<file path="src/rtl/io_responder_pkg.sv">
// ============================================================================
//  Module      : io_responder_pkg
//  Description : Shared handshake state encodings and default sizes for the
//                programmed-I/O responder.
//  Revision    : 1.0  initial release
// ============================================================================
`default_nettype none

package io_responder_pkg;

    localparam logic ST_IDLE = 1'b0;
    localparam logic ST_ACK  = 1'b1;

    localparam int DEF_WIDTH = 16;
    localparam int DEF_DEPTH = 4;

endpackage

`default_nettype wire

</file>
<file path="src/rtl/io_responder_sync_fifo.sv">
// ============================================================================
//  Module      : sync_fifo
//  Description : Show-ahead synchronous FIFO with occupancy count; no bypass.
//  Revision    : 1.0  initial release
// ============================================================================
`default_nettype none

module sync_fifo #(
    parameter  int WIDTH = 16,
    parameter  int DEPTH = 4,
    localparam int CW    = $clog2(DEPTH) + 1
) (
    input  logic             clk,
    input  logic             rst,
    input  logic             push,
    input  logic [WIDTH-1:0] push_data,
    input  logic             pop,
    output logic [WIDTH-1:0] head_data,
    output logic             full,
    output logic             empty,
    output logic [CW-1:0]    count
);

    localparam int PW = $clog2(DEPTH);

    logic [WIDTH-1:0] r_mem [DEPTH];
    logic [PW-1:0]    r_wr_ptr;
    logic [PW-1:0]    r_rd_ptr;
    logic [CW-1:0]    r_count;
    logic             w_do_push;
    logic             w_do_pop;

    // Full/empty come from the registered count only, so a word written this
    // cycle is never visible to a pop before the next cycle.
    assign full      = (r_count == CW'(DEPTH));
    assign empty     = (r_count == '0);
    assign count     = r_count;
    assign head_data = r_mem[r_rd_ptr];
    assign w_do_push = push && !full;
    assign w_do_pop  = pop && !empty;

    always_ff @(posedge clk) begin
        if (w_do_push) begin
            r_mem[r_wr_ptr] <= push_data;
        end
    end

    always_ff @(posedge clk or posedge rst) begin
        if (rst) begin
            r_wr_ptr <= '0;
            r_rd_ptr <= '0;
            r_count  <= '0;
        end else begin
            if (w_do_push) begin
                r_wr_ptr <= r_wr_ptr + PW'(1);
            end
            if (w_do_pop) begin
                r_rd_ptr <= r_rd_ptr + PW'(1);
            end
            case ({w_do_push, w_do_pop})
                2'b10:   r_count <= r_count + CW'(1);
                2'b01:   r_count <= r_count - CW'(1);
                default: r_count <= r_count;
            endcase
        end
    end

endmodule

`default_nettype wire

</file>
<file path="src/rtl/io_responder.sv">
// ============================================================================
//  Module      : io_responder
//  Description : Device side of the CPU four-phase programmed-I/O handshake,
//                backed by an RX FIFO (CPU input) and a TX FIFO (CPU output).
//  Revision    : 1.0  initial release
// ============================================================================
`default_nettype none

module io_responder
    import io_responder_pkg::*;
#(
    parameter  int WIDTH = DEF_WIDTH,
    parameter  int DEPTH = DEF_DEPTH,
    localparam int CW    = $clog2(DEPTH) + 1
) (
    input  logic             clk,
    input  logic             rst,
    input  logic             inp_req,
    output logic             inp_ack,
    output logic [WIDTH-1:0] inp_data,
    input  logic             out_req,
    input  logic [WIDTH-1:0] out_data,
    output logic             out_ack,
    input  logic             rx_valid,
    input  logic [WIDTH-1:0] rx_data,
    output logic             rx_ready,
    output logic             tx_valid,
    output logic [WIDTH-1:0] tx_data,
    input  logic             tx_ready,
    output logic [CW-1:0]    rx_count,
    output logic [CW-1:0]    tx_count
);

    logic             r_inp_state;
    logic             w_inp_state_nxt;
    logic             r_out_state;
    logic             w_out_state_nxt;
    logic [WIDTH-1:0] r_inp_data;
    logic [WIDTH-1:0] w_rx_head;
    logic             w_rx_full;
    logic             w_rx_empty;
    logic             w_rx_pop;
    logic             w_tx_full;
    logic             w_tx_empty;
    logic             w_tx_push;

    sync_fifo #(.WIDTH(WIDTH), .DEPTH(DEPTH)) u_rx_fifo (
        .clk       (clk),
        .rst       (rst),
        .push      (rx_valid && rx_ready),
        .push_data (rx_data),
        .pop       (w_rx_pop),
        .head_data (w_rx_head),
        .full      (w_rx_full),
        .empty     (w_rx_empty),
        .count     (rx_count)
    );

    sync_fifo #(.WIDTH(WIDTH), .DEPTH(DEPTH)) u_tx_fifo (
        .clk       (clk),
        .rst       (rst),
        .push      (w_tx_push),
        .push_data (out_data),
        .pop       (tx_valid && tx_ready),
        .head_data (tx_data),
        .full      (w_tx_full),
        .empty     (w_tx_empty),
        .count     (tx_count)
    );

    assign rx_ready = !w_rx_full;
    assign tx_valid = !w_tx_empty;
    assign inp_ack  = (r_inp_state == ST_ACK);
    assign out_ack  = (r_out_state == ST_ACK);
    assign inp_data = r_inp_data;

    always_ff @(posedge clk or posedge rst) begin
        if (rst) begin
            r_inp_state <= ST_IDLE;
            r_out_state <= ST_IDLE;
            r_inp_data  <= '0;
        end else begin
            r_inp_state <= w_inp_state_nxt;
            r_out_state <= w_out_state_nxt;
            if (w_rx_pop) begin
                r_inp_data <= w_rx_head;
            end
        end
    end

    // Each FSM pops/pushes exactly once, on the IDLE->ACK transition.
    always_comb begin
        w_inp_state_nxt = r_inp_state;
        w_rx_pop        = 1'b0;
        if (r_inp_state == ST_IDLE) begin
            if (inp_req && !w_rx_empty) begin
                w_rx_pop        = 1'b1;
                w_inp_state_nxt = ST_ACK;
            end
        end else if (!inp_req) begin
            w_inp_state_nxt = ST_IDLE;
        end
    end

    always_comb begin
        w_out_state_nxt = r_out_state;
        w_tx_push       = 1'b0;
        if (r_out_state == ST_IDLE) begin
            if (out_req && !w_tx_full) begin
                w_tx_push       = 1'b1;
                w_out_state_nxt = ST_ACK;
            end
        end else if (!out_req) begin
            w_out_state_nxt = ST_IDLE;
        end
    end

endmodule

`default_nettype wire

</file>
<file path="config.mk">
export PLATFORM = sky130hd
export DESIGN_NAME = io_responder
export DESIGN_NICKNAME = d
export VERILOG_FILES = /design/src/rtl/io_responder_pkg.sv /design/src/rtl/io_responder_sync_fifo.sv /design/src/rtl/io_responder.sv
export SDC_FILE = /design/constraint.sdc
export NUM_CORES = 1
export LEC_CHECK = 0
export ABC_CLOCK_PERIOD_IN_PS = 2450
export CAP_MARGIN = 0
export CORE_ASPECT_RATIO = 1.75
export CORE_UTILIZATION = 30
export CTS_CLUSTER_SIZE = 20
export DETAILED_ROUTE_END_ITERATION = 10
export GPL_TIMING_DRIVEN = 0
export SETUP_SLACK_MARGIN = 0.02
export SYNTH_ARGS = -nofsm -noshare
export SYNTH_HDL_FRONTEND = slang
export SYNTH_HIERARCHICAL = 1
export SYNTH_SLANG_ARGS = --single-unit
</file>
<file path="constraint.sdc">
create_clock -name clk -period 2.45 [get_ports clk]
set_clock_uncertainty 0.1 [all_clocks]
set_input_delay 0.735 -clock clk [delete_from_list [all_inputs] [get_ports clk]]
set_output_delay 0.735 -clock clk [all_outputs]
set_load 0.01 [all_outputs]
</file>
==> run metrics <==
crit path kind=flip-flop to output port; gpl congestion=around 0.7; EDFF count, synth=between 100 and 150; Final WS setup=-120 ps; die area=around 22000 um^2; CTS tree=built; Final period util=105%; CTS root buf=clkbuf_16; Initial DRT Pass Iterations=7; PwrDens=between 1000 and 1500 nW/um^2; CTS clock-pin slew for the worst setup and hold paths=60 ps; ANT cells=0; Final Instance Area=a little over 8000 um^2; largest net degree at the start of global routing=19; initial antenna violation count=0; vias in the first global route=about 3.4k; Mapped Nets=340; Design Power=9950 uW; Worst-Skew Late Latency=~410 ps; Leak=between 0.002 and 0.003 uW; I/O pins=80; failing checks=DRC, setup timing; Via Count=approximately 3k; All-Layer GR Usage=a little under an eighth; Mapped Area=roughly 6300 um^2; # port buffers=a little under 80; Die Ht=194 um; pre-CTS setup slack=-991 ps; Max Cap Violations=0; Avg Cell Area, Syn=21.8 um^2; Fillers=1837; first-pass GRT wire length=between 15 and 20 mm; hold buffer count at cts=0; dpl cell area=7420 um^2; Synth-to-Final Area Change=30.2%; final critical-path required period=around 2600 ps; Worst slew margin=between 40% and 50%; antenna viol nets, final=0; Placeable Area=approximately 20000 um^2; Final Hold Vio Count=0; Yosys reg bits=160; Starting Density=between 30 and 40%; Yosys cell types=26; status=finished with violations; Worst Hold Class=flip-flop to flip-flop; die width=between 100 and 150 um; sequential fraction of the synthesis area=roughly 74%; slew at the pin with the worst max-slew slack=roughly 820 ps; dpl hpwl=between 7 and 8 mm; # H-tree levels=4; Synth async-reset ratio=20.0%; worst-path fanout max=5; crit path DAT=1730 ps; global route overflow=0; final WL=between 10 and 15 mm; maximum vdd drop=a little under 0.0006 V; maximum root-to-sink buffer count=2; Peak Freq=between 0.3 and 0.4 GHz; nets=461; cts bufs inserted=17; RSZ-0062 raised after global routing=true; drt first-iter violations=approximately 130; clk sinks=160; top_reg_cell synth=edfxtp_1; Synth Instances=between 200 and 300; per-cell routed wire length=18.0 um; Vias/cell=approximately 4.5; WP data required=1620 ps; # DRC=8; CP Launch Type=flip-flop; CP Capture Type=output port; yosys warns=6; share of layout cells above drive strength 1=about 34%; row cnt=69; Final setup viols=16; Final Max Tran Viols=0
through the flow:
stage	util (%)	TNS, ps	hold slack (ps)	cells
3_5_place_dp	36.3	-72830	403	617
3_3_place_gp	36.3	-66870	402	617
2_1_floorplan	-	-196	434	290
5_1_grt	40.2	-2560	429	672
6_report	40.2	-1330	409	672
4_1_cts	39.9	-2550	417	669
report_power, final:
| group | internal (uW) | switching [uW] | leakage [uW] |
|---|---|---|---|
| logic | 2030 | 1480 | 0.00116 |
| registers | 3600 | 298 | 0.00154 |
| clock network | 1500 | 1030 | 0.000267 |
worst max-delay path: stages, from the launching register on:
cell	delay, ps
dfrtp_1	370
buf_6	160
buf_6	130
mux4_2	510
buf_6	140
synth_stat cells, types with 3 or more instances:
| master | instances | area [um^2] |
|---|---|---|
| buf_12 | 3 | 60.1 |
| xor2_1 | 6 | 52.6 |
| dfrtp_1 | 32 | 801 |
| mux2_4 | 9 | 135 |
| xnor2_1 | 6 | 52.6 |
| and2_1 | 8 | 50.1 |
| buf_2 | 4 | 20.0 |
| inv_1 | 19 | 71.3 |
| mux2_2 | 9 | 101 |
| ha_1 | 10 | 125 |
| edfxtp_1 | 128 | 3840 |
| mux4_2 | 16 | 360 |
| mux4_1 | 16 | 420 |
logic make-up (layout without fill, tap and decap cells):
| kind of cell | Yosys count | in the layout | synth area share [%] |
|---|---|---|---|
| muxes | 52 | 52 | 16.4 |
| and+or+nand+nor | 22 | 22 | 2.48 |
| AOI/OAI and AO/OA | 4 | 4 | 0.515 |
| adders and majority gates | 12 | 12 | 2.62 |
| xor gates and xnor gates | 12 | 12 | 1.66 |
| DFF | 160 | 160 | 73.5 |
| buffers and inverters | 28 | 162 | 2.75 |
timing repair:
action,4_1_cts,5_1_grt
setup endpoints to repair,151,19
pin swaps,4,3
resized for setup,98,24
endpoints found under the hold margin,0,0
gates cloned,2,0
setup buffers,18,6
sequential cells by signal (all words and copies together) (netlist names), 3 cells and up:
| signal | count |
|---|---|
| inp_data | 16 |
| u_rx_fifo/count | 3 |
| u_rx_fifo/r_mem | 64 |
| u_tx_fifo/count | 3 |
| u_tx_fifo/r_mem | 64 |
per-layer routing:
metal	share of wire, %	track usage [%]
met1	38	12.2
met2	57	22.5
met3	4.3	3.50
met4	1.4	4.45
met5	0	0
worst paths after layout:
check                                                       to  cells past startpoint  slack (ps)                               from
worst max register to register  u_rx_fifo/count[2]$_DFFE_PP0P_                     10         170     u_rx_fifo/count[0]$_DFFE_PP0P_
min in group asynchronous       u_tx_fifo/count[1]$_DFFE_PP0P_                      2         540                                rst
worst max-delay path                               tx_data[14]                      4        -120  u_tx_fifo/r_rd_ptr[0]$_DFFE_PP0P_
worst min-delay path                   inp_data[8]$_DFFE_PP0P_                      1         410            inp_data[8]$_DFFE_PP0P_
max in group asynchronous              inp_data[5]$_DFFE_PP0P_                      2         970                                rst
worst min register to register         inp_data[8]$_DFFE_PP0P_                      1         410            inp_data[8]$_DFFE_PP0P_
cell usage in the layout (no fill, tap or decap), drive strengths merged:
cell type	instances
clkinv	5
edfxtp	128
o31a	2
and2	8
ha	10
dlygate4sd2	3
buf	48
nor3	2
nor3b	4
clkinvlp	4
nand2	2
fa	2
xnor2	6
clkbuf	19
bufinv	2
mux2i	2
dfrtp	32
nor2	2
a21boi	2
mux2	18
clkdlybuf4s50	60
mux4	32
inv	21
nor2b	4
xor2	6
final cells by class:
class                   instances  area, um^2  share of cell area [%]
flip-flops and latches        160        4650                    56.5
multi-input cells             102        1510                    18.4
repair buffers                102         997                    12.1
clock buffers                  19         433                    5.26
well taps                     248         310                    3.77
clock inverters                13         139                    1.69
plain buffers                   9         109                    1.32
inverters                      19        71.3                   0.867
No activity file was read; power rests on OpenSTA's default activity.
